File: config.mk
export PLATFORM = sky130hd
export DESIGN_NAME = reg_write_scheduler
export DESIGN_NICKNAME = d
export VERILOG_FILES = /design/src/rtl/reg_write_scheduler.sv
export SDC_FILE = /design/constraint.sdc
export NUM_CORES = 1
export LEC_CHECK = 0
export ABC_AREA = 1
export ABC_CLOCK_PERIOD_IN_PS = 6050
export CORE_ASPECT_RATIO = 1.5
export CORE_MARGIN = 2
export CORE_UTILIZATION = 45
export CTS_BUF_LIST = sky130_fd_sc_hd__clkbuf_4
export CTS_CLUSTER_DIAMETER = 120
export DETAILED_ROUTE_END_ITERATION = 8
export PLACE_DENSITY = 0.84
export SYNTH_ARGS = -nofsm -noshare
export SYNTH_HDL_FRONTEND = slang
export SYNTH_SLANG_ARGS = --single-unit
File: constraint.sdc
create_clock -name clk -period 6.05 [get_ports clk]
set_clock_uncertainty 0.2 [all_clocks]
set_input_delay 1.21 -clock clk [delete_from_list [all_inputs] [get_ports clk]]
set_output_delay 1.21 -clock clk [all_outputs]
set_load 0.01 [all_outputs]
File: src/rtl/reg_write_scheduler.sv
// reg_write_scheduler
//   Sole owner of the register-file write port. Four writeback sources
//   (0 ALU, 1 load, 2 immediate/move, 3 multi-cycle unit) are arbitrated
//   round-robin. The winner's register index, data and source select are
//   registered one cycle later and drive the register-file write port and the
//   register C mux. A busy scoreboard tracks destinations claimed by issue.
//
// Ports
//   clk          rising-edge clock
//   reset        asynchronous, active-high
//   req          per-source write request
//   req_reg      per-source register index, source i at [i*REG_W +: REG_W]
//   req_data     per-source data, source i at [i*DATA_W +: DATA_W]
//   gnt          one-hot (or zero) combinational grant
//   wr_en        register-file write strobe
//   wr_sel       committed source index (register C mux select)
//   wr_reg       committed register index
//   wr_data      committed data
//   alloc_valid  issue stage claims alloc_reg as a destination
//   alloc_reg    destination being claimed
//   alloc_ok     claim accepted this cycle (combinational)
//   busy_vec     per-register outstanding-write flag
module reg_write_scheduler #(
  parameter int DATA_W = 8,
  parameter int REG_W  = 3
) (
  input  logic                  clk,
  input  logic                  reset,
  input  logic [3:0]            req,
  input  logic [4*REG_W-1:0]    req_reg,
  input  logic [4*DATA_W-1:0]   req_data,
  output logic [3:0]            gnt,
  output logic                  wr_en,
  output logic [1:0]            wr_sel,
  output logic [REG_W-1:0]      wr_reg,
  output logic [DATA_W-1:0]     wr_data,
  input  logic                  alloc_valid,
  input  logic [REG_W-1:0]      alloc_reg,
  output logic                  alloc_ok,
  output logic [2**REG_W-1:0]   busy_vec
);

  localparam int NREGS = 2**REG_W;

  logic [1:0]        r_rr_ptr;
  logic              r_wr_en;
  logic [1:0]        r_wr_sel;
  logic [REG_W-1:0]  r_wr_reg;
  logic [DATA_W-1:0] r_wr_data;
  logic [NREGS-1:0]  r_busy;

  logic [1:0]        w_idx;
  logic [1:0]        w_win;
  logic              w_found;
  logic              w_xfer;
  logic [REG_W-1:0]  w_win_reg;
  logic [DATA_W-1:0] w_win_data;
  logic              w_alloc_ok;
  logic [NREGS-1:0]  w_busy_nxt;

  // Round-robin search beginning one past the last accepted source.
  always_comb begin
    w_idx   = '0;
    w_win   = '0;
    w_found = 1'b0;
    for (int k = 1; k <= 4; k++) begin
      w_idx = r_rr_ptr + 2'(k);
      if (!w_found && req[w_idx]) begin
        w_found = 1'b1;
        w_win   = w_idx;
      end
    end
  end

  // Nothing is granted while reset is high so in-flight requests are dropped.
  assign w_xfer     = w_found && !reset;
  assign gnt        = w_xfer ? (4'b0001 << w_win) : 4'b0000;
  assign w_win_reg  = req_reg[int'(w_win)*REG_W +: REG_W];
  assign w_win_data = req_data[int'(w_win)*DATA_W +: DATA_W];
  assign w_alloc_ok = alloc_valid && !r_busy[alloc_reg] && !reset;

  // Clear first, then set, so a same-cycle claim of the written register wins.
  always_comb begin
    w_busy_nxt = r_busy;
    if (w_xfer)
      w_busy_nxt[w_win_reg] = 1'b0;
    if (w_alloc_ok)
      w_busy_nxt[alloc_reg] = 1'b1;
  end

  always_ff @(posedge clk or posedge reset) begin
    if (reset) begin
      r_rr_ptr  <= 2'd3;
      r_wr_en   <= 1'b0;
      r_wr_sel  <= '0;
      r_wr_reg  <= '0;
      r_wr_data <= '0;
      r_busy    <= '0;
    end else begin
      r_wr_en <= w_xfer;
      r_busy  <= w_busy_nxt;
      if (w_xfer) begin
        r_rr_ptr  <= w_win;
        r_wr_sel  <= w_win;
        r_wr_reg  <= w_win_reg;
        r_wr_data <= w_win_data;
      end
    end
  end

  assign wr_en    = r_wr_en;
  assign wr_sel   = r_wr_sel;
  assign wr_reg   = r_wr_reg;
  assign wr_data  = r_wr_data;
  assign alloc_ok = w_alloc_ok;
  assign busy_vec = r_busy;

endmodule
# Word level (Yosys, flattened, before mapping)
# Cells that the tools add are included.
[word_totals]
regBits = 24
in_bits = 54
out_inout_bits = 27
elab_cells = 62
[op_classes]
add_sub_neg = 3
multipliers = 1
order_cmp = 8
shifts = 3
n_mux = 25
bitwise = 3
n_reduce_logical = 13
[op_table]
columns = ["operator", "count"]
rows = [
  ["variable part select 32 x 6 -> 8 bit", 1],
  ["2-to-1 mux 8 bit", 2],
  ["< comparator 2 x 3 -> 1 bit (second input constant)", 4],
  ["variable part select 12 x 5 -> 3 bit", 1],
  ["2-to-1 mux 1 bit", 11],
  ["bitwise AND 8 bit", 1],
  ["binary-select mux 1 bit (select 2 bit)", 4],
  ["logical AND 1 bit", 8],
  ["< comparator 3 x 4 -> 1 bit (second input constant)", 2],
  ["2-to-1 mux 2 bit", 4],
  ["inverter 8 bit", 1],
  ["OR 8 bit", 1],
  ["demux 1 bit (select 3 bit)", 2],
  ["greater-or-equal comparator 3 x 1 -> 1 bit (second input constant)", 2],
  ["logical NOT 1 bit", 5],
  ["adder 2 bit (second input constant)", 2],
  ["multiplier 2 x 2 -> 4 bit (second input constant)", 1],
  ["2-to-1 mux 4 bit", 1],
  ["left shift 1 x 2 -> 4 bit (first input constant)", 1],
  ["binary-select mux 1 bit (select 3 bit)", 1],
  ["adder 2 x 1 -> 2 bit (second input constant)", 1],
]

# Logic depth before layout (Yosys ltp)
# Gate-level depths: netlist of the first run.
[depth]
depth_word = 24
mapped_depth = 19

# Least setup slack after synthesis of the first run
# No wires, ideal clock.
[synth_path]
path_type = "input-to-output"
start = "in reset"
end = "out gnt[0]"
arrival_ns = 2.587
required_time_ns = 4.640
setup_slack_ns = 2.053
cell_stages = 4
n_path_buf = 1
path_cell_list = "inv_1 -> nand2_1 -> buf_2 -> nor3_1"
[synth_via]
elab_chain_cells = 3
[synth_rtl]
columns = ["item", "line_no", "source"]
rows = [
  ["start, declared", "28", "input logic reset,"],
  ["logical NOT 1 bit (no source line)", "n/a", ""],
  ["logical AND 1 bit", "76", "assign w_xfer = w_found && !reset;"],
  ["2-to-1 mux 4 bit", "77", "assign gnt = w_xfer ? (4'b0001 << w_win) : 4'b0000;"],
  ["end, declared", "32", "output logic [3:0] gnt,"],
]
# No other way between the ends.

# Final worst setup path of the first run
[layout_path]
start = "in req[0]"
end = "out gnt[1]"
[layout_via]
elab_chain_cells = 14
[layout_rtl]
columns = ["item", "line_no", "source"]
rows = [
  ["start, declared", "29", "input logic [3:0] req,"],
  ["binary-select mux 1 bit (select 2 bit)", "68", "if (!w_found && req[w_idx]) begin"],
  ["2-to-1 mux 1 bit (implied by the code)", "68", ""],
  ["2-to-1 mux 1 bit", "68", ""],
  ["logical NOT 1 bit", "68", ""],
  ["logical AND 1 bit", "68", ""],
  ["2-to-1 mux 1 bit", "68", ""],
  ["logical NOT 1 bit", "68", ""],
  ["logical AND 1 bit", "68", ""],
  ["2-to-1 mux 1 bit", "68", ""],
  ["logical NOT 1 bit", "68", ""],
  ["logical AND 1 bit", "68", ""],
  ["2-to-1 mux 2 bit / 2-to-1 mux 1 bit (equally long branches)", "68", ""],
  ["left shift 1 x 2 -> 4 bit / logical AND 1 bit (equally long branches)", "77, 76", ""],
  ["2-to-1 mux 4 bit *", "77", ""],
]
# Every way passes the cells marked *; elsewhere a longest branch is shown, timed or not. The select of a mux whose other input is x is not followed.

==> flow_summary.json, run 1 <==
{
  "coreArea_um2": 3994,
  "final_max_slew_viol_count": 0,
  "clk_path_buf_depth": 2,
  "dpl.hpwl_mm": 4.254,
  "critPathArrivalTime_ns": 3.85,
  "switching_share": 0.5475,
  "cts.sinks": 24,
  "synthArstFlopShare": 1.000,
  "syn_avg_cell_area_um2": 6.400,
  "detail_route.first_pass.iterations": 4,
  "dpl.cell_count": 415,
  "grt_pass1_wl_mm": 9.183,
  "power.internal_mw": 0.7381,
  "drc": 0,
  "path_class": "input pin to primary output",
  "grt_max_degree": 26,
  "synth.distinct_cells": 26,
  "grt_pass1_vias": 2115,
  "hold_ws_ns": 0.2951,
  "yosysTopAreaCellShare": 0.2916,
  "area_growth_pct": 43.80,
  "rsz0062_at_grt": "no",
  "yosys_warnings": 0,
  "drtIter0Drc": 157,
  "p_clk_frac": 0.045,
  "regArea_um2": 603.1,
  "postCtsHoldBufs": 0,
  "synth-seq-cells": 24,
  "routedWlPerCell_um": 12.82,
  "status": "complete, no violations",
  "powerDensity_nw_per_um2": 600.7,
  "min_period_over_period": 0.8700,
  "drive_gt1_frac": 0.1283,
  "ctsResizeCount": 0,
  "final_cells": 419,
  "die_w_um": 56.89,
  "portBuffers": 80,
  "syn_area_um2": 1888,
  "postCtsSetupRepairBufs": 0,
  "cts_tree": "built",
  "vias": 2141,
  "yosys.area.top_type": "dfrtp_1",
  "cp_max_fo": 17,
  "hold_violations": 0,
  "share_seq_of_total_power": 0.185,
  "r2r_slack_ns": 3.25,
  "required_ns": 4.64,
  "cts_root_buffer": "clkbuf_4",
  "io_pins": 81,
  "htreeDepth": 1,
  "ys_seq_area_frac": 0.3194,
  "max-vdd-ir-drop_v": 0.0004854,
  "final.min_clock_period_ns": 5.263,
  "fin_nets": 429,
  "combPwrFrac": 0.770,
  "multi_input_area_um2": 1104,
  "rr_worst_depth": 14,
  "fmax_mhz": 190.0,
  "dieArea_um2": 4740,
  "antenna_left": 0,
  "cp-startpoint": "req[0]",
  "fin_tns_setup_ns": 0,
  "synth_ff_type": "dfrtp_1",
  "synthTopCellsByArea": "dfrtp_1 29%, nand2_1 25%, nand3_1 9.0%, nand2_2 6.3%, inv_1 4.8%",
  "syn_nets": 349,
  "max_cap_violations": 0,
  "synth_common_cells": "126 x nand2_1, 34 x nand3_1, 24 x inv_1, 22 x dfrtp_1",
  "antenna_found_initial": 0,
  "setup_viol_count_final": 0,
  "wl_mm": 5.372,
  "worst_slew_pin_slew_ns": 0.6102,
  "clkLatencyLatePin_ns": 0.32,
  "maxSlewHeadroom": 0.5932,
  "path_clk_slew_ns": 0.13,
  "start_kind": "input pin",
  "n_fill_cell": 364,
  "hold_end": "wr_data[7]",
  "min_path_cells": 2,
  "crit_path_end_kind": "primary output",
  "initial_core_util": 0.4727,
  "regToRegEndpoint": "wr_data[6]",
  "cts_buffers": 3,
  "p_leak_nw": 1.327,
  "post-synth-top-count-cell": "nand2_1",
  "p_switching_mw": 0.8929,
  "grt_overflow": 0,
  "via_per_inst": 5.110,
  "gp_congestion": 0.9234,
  "die-height_um": 83.33,
  "row_count": 28,
  "min_from": "wr_data[7]",
  "track_usage": 0.2374,
  "syn_inst": 295,
  "r2r-start": "r_rr_ptr[0]",
  "hold_class": "flop to flop",
  "diodes": 0,
  "synth_edf_count": 0
}
layer usage:
metal	routed length, um	global-route usage	part of all wire	up-vias
li1	-	-	-	1087
met1	2081	0.2843	0.39	967
met2	2843	0.4127	0.53	73
met3	304	0.04050	0.057	14
met4	143	0.09091	0.027	0
met5	0	0	0	-
power groups by stage:
stage	logic [mW]	clock network [mW]	registers, mW
after floorplan	0.921	0	0.317
after global placement	1.23	0	0.304
after detailed placement	1.26	0	0.305
after CTS	1.26	0.0752	0.302
after global routing	1.40	0.0814	0.311
final	1.26	0.0734	0.302
through the flow:
step                instance area, um^2  worst slack [ns]  power [mW]  utilization
floorplan                          1888             2.053       1.238            -
global placement                   2689            0.9025       1.534       0.6732
detailed placement                 2689            0.8040       1.560       0.6732
CTS                                2715            0.7939       1.639       0.6798
global route                       2715            0.5937       1.793       0.6798
finish                             2715            0.7866       1.631       0.6798
cell families after synthesis:
family                 after synthesis  share of synthesized area
AND/OR/NAND/NOR                    220                     0.5341
buffers and inverters               35                    0.09609
flip-flops                          24                     0.3194
AO/OA/AOI/OAI                       16                    0.05036
critical path, cell delays in order:
cell	delay [ns]
clkdlybuf4s50_1	0.49
nand2_1	0.06
nand2_1	0.12
nand2_2	0.09
nand2_2	0.11
nor2_2	0.04
nand3_2	0.20
nand2_1	0.08
buf_4	0.20
inv_1	0.36
nand2_1	0.18
nor2_1	0.14
clkdlybuf4s50_1	0.56
layout make-up:
cell class	instances	area share
inverters	28	0.04055
multi-input cells	236	0.4065
repair buffers	82	0.3005
well taps	45	0.02074
flip-flops and latches	24	0.2221
clock inverters	1	0.001382
clock buffers	3	0.008295
placed cells by master (no fill, tap or decap), types with 5 or more instances in the layout:
cell             instances
nand2_2                 19
o21ai_0                  6
nor2_1                  19
dfrtp_1                 22
inv_1                   24
clkdlybuf4s50_1         80
nand2_1                126
nor2_2                   9
a21oi_1                  5
nand3_2                  5
nand3_1                 34
worst max path at each step:
stage,endpoint,slack (ns),cells after the start
after detailed placement,gnt[1],0.80,13
after floorplan,gnt[0],2.05,4
after global placement,gnt[1],0.90,13
after global routing,gnt[1],0.59,13
final,gnt[1],0.79,13
after CTS,gnt[1],0.79,13
No activity file was read; power rests on OpenSTA's default activity.
==> run 2, diff against run 1 <==
--- a/config.mk
+++ b/config.mk
@@ -13,7 +13,7 @@
 export CTS_BUF_LIST = sky130_fd_sc_hd__clkbuf_4
 export CTS_CLUSTER_DIAMETER = 120
 export DETAILED_ROUTE_END_ITERATION = 8
-export PLACE_DENSITY = 0.84
+export PLACE_DENSITY = 0.87
 export SYNTH_ARGS = -nofsm -noshare
 export SYNTH_HDL_FRONTEND = slang
 export SYNTH_SLANG_ARGS = --single-unit
==> run 2 against run 1 <==
  * Sequential share of layout area barely moved
  * Non-clock buffer count did not move
  * Power fell by 0.82%
  * Setup slack improved by 0.20 ns
  * Hold slack improved by 0.0054 ns
  * Routed wire length fell by 5.7%
  * First-iteration DRC count fell by 39%
  * Sequential power barely moved
  * Register-to-register slack improved by 0.02 ns
  * Critical path depth fell by 1
  * Clock-buffer cell count rose by 1
  * Critical path type unchanged
  * Largest cell class unchanged
==> flow_summary.json, run 2 (synthesis results as in run 1) <==
{
  "regToRegEndpoint": "wr_data[1]",
  "drtIter0Drc": 96,
  "drc": 0,
  "cts_buffers": 3,
  "cpMostUsedCell": "nand2_1",
  "required_ns": 4.64,
  "antenna_found_initial": 0,
  "coreArea_um2": 3994,
  "final_cell_mix": "126 x nand2_1, 80 x clkdlybuf4s50_1, 34 x nand3_1, 24 x inv_1, 22 x dfrtp_1",
  "die_w_um": 56.89,
  "path_class": "input pin to primary output",
  "io_pins": 81,
  "critPathArrivalTime_ns": 3.66,
  "powerDensity_nw_per_um2": 594.9,
  "hold_violations": 0,
  "dpl.hpwl_mm": 4.034,
  "status": "complete, no violations",
  "cts_root_buffer": "clkbuf_4",
  "max_cap_violations": 0,
  "cp_max_fo": 16,
  "gp_congestion": 0.9434,
  "antenna_left": 0,
  "grt_max_degree": 19,
  "n_fill_cell": 363,
  "multi_input_area_um2": 1104,
  "final_common_cell": "nand2_1",
  "die-height_um": 83.33,
  "vias": 2124,
  "routedWlPerCell_um": 12.09,
  "dpl.cell_count": 415,
  "regArea_um2": 603.1,
  "path_clk_slew_ns": 0.13,
  "final.min_clock_period_ns": 5.067,
  "postCtsHoldBufs": 0,
  "grt_overflow": 0,
  "detail_route.first_pass.iterations": 4,
  "initial_core_util": 0.4727,
  "final_cells": 419,
  "hold_end": "wr_reg[2]",
  "portBuffers": 80,
  "fin_tns_setup_ns": 0,
  "grt_pass1_wl_mm": 8.997,
  "diodes": 0,
  "p_leak_nw": 1.330,
  "hold_class": "flop to flop",
  "htreeDepth": 1,
  "track_usage": 0.2286,
  "area_growth_pct": 44.00,
  "grt_pass1_vias": 2082,
  "final_max_slew_viol_count": 0,
  "r2r-start": "r_rr_ptr[0]",
  "worst_path_dominant_cell_family": "buffers and inverters",
  "rsz0062_at_grt": "no",
  "worst_slew_pin_slew_ns": 0.5706,
  "crit_slowest_cell": "clkdlybuf4s50_1",
  "cp_num_buf_inv": 4,
  "drive_gt1_frac": 0.1310,
  "dieArea_um2": 4740,
  "min_path_cells": 2,
  "slowest_delay_ns": 0.55,
  "ctsResizeCount": 0,
  "crit_chain": "clkdlybuf4s50_1, nand2_1, nand2_2, nand2_1, nand2_2, inv_1, nand3_2, nand2_1, inv_1, nand2_1, nor2_1, clkdlybuf4s50_1",
  "wl_mm": 5.065,
  "r2r_slack_ns": 3.27,
  "via_per_inst": 5.069,
  "cts.sinks": 24,
  "max-vdd-ir-drop_v": 0.0004874,
  "maxSlewHeadroom": 0.6196,
  "crit_path_end_kind": "primary output",
  "rr_worst_depth": 14,
  "setup_viol_count_final": 0,
  "fmax_mhz": 197.4,
  "min_period_over_period": 0.8375,
  "row_count": 28,
  "postCtsSetupRepairBufs": 0,
  "fin_nets": 429,
  "clk_path_buf_depth": 2,
  "min_from": "wr_reg[2]",
  "clkLatencyLatePin_ns": 0.31,
  "start_kind": "input pin",
  "cts_tree": "built"
}
[run 2: cell types whose count changed in the layout (fill, tap and decap cells not counted)]
cell / delta
clkinv_1: -1
clkbuf_4: +1
[run 2: through the flow]
step	utilization	hold WS [ns]	total power, mW	setup WS, ns	area [um^2]
after floorplan	-	0.3155	1.238	2.053	1888
after global placement	0.6732	0.2633	1.521	1.062	2689
after detailed placement	0.6732	0.2696	1.547	0.9865	2689
after CTS	0.6808	0.3006	1.628	0.9906	2719
after global routing	0.6808	0.3370	1.800	0.7212	2719
final	0.6808	0.3005	1.618	0.9832	2719
[run 2: layout make-up]
| class | instances | area share |
|---|---|---|
| Tap cell | 45 | 0.02071 |
| Clock buffer | 4 | 0.01104 |
| Multi-Input combinational cell | 236 | 0.4059 |
| Inverter | 28 | 0.04050 |
| Sequential cell | 24 | 0.2218 |
| Timing Repair Buffer | 82 | 0.3000 |
[run 2: worst reg2reg max path, stage by stage (launching register included)]
cell and delay [ns]:
dfstp_2 0.70, inv_6 0.09, nand2_1 0.06, nand2_1 0.07
nand2_2 0.10, nand2_2 0.08, nor2_2 0.10, nand3_2 0.23
nand3_4 0.33, inv_2 0.11, nor2_2 0.30, nand2_1 0.09
nand4_1 0.12, nand2_1 0.07, nand2_1 0.07
[run 2: worst max-delay path by stage]
stage,startpoint,end,slack [ns],depth (start not counted)
after CTS,req[0],gnt[1],0.99,12
after global placement,req[3],gnt[1],1.06,12
final,req[2],gnt[1],0.98,12
after floorplan,reset,gnt[0],2.05,4
after detailed placement,req[0],gnt[1],0.99,12
after global routing,req[2],gnt[3],0.72,12
[run 2: per-layer routing]
metal / GRT usage / up-vias / routed length (um)
met5: 0 / - / 0
met4: 0.08245 / 0 / 71
met3: 0.02336 / 6 / 265
met2: 0.3971 / 57 / 2706
met1: 0.2864 / 976 / 2021
li1: - / 1085 / -
[run 2: where the power goes]
part	internal [mW]	switching [mW]
Sequential	0.242	0.0621
Clock	0.0302	0.0469
Combinational	0.472	0.765
Total	0.744	0.874
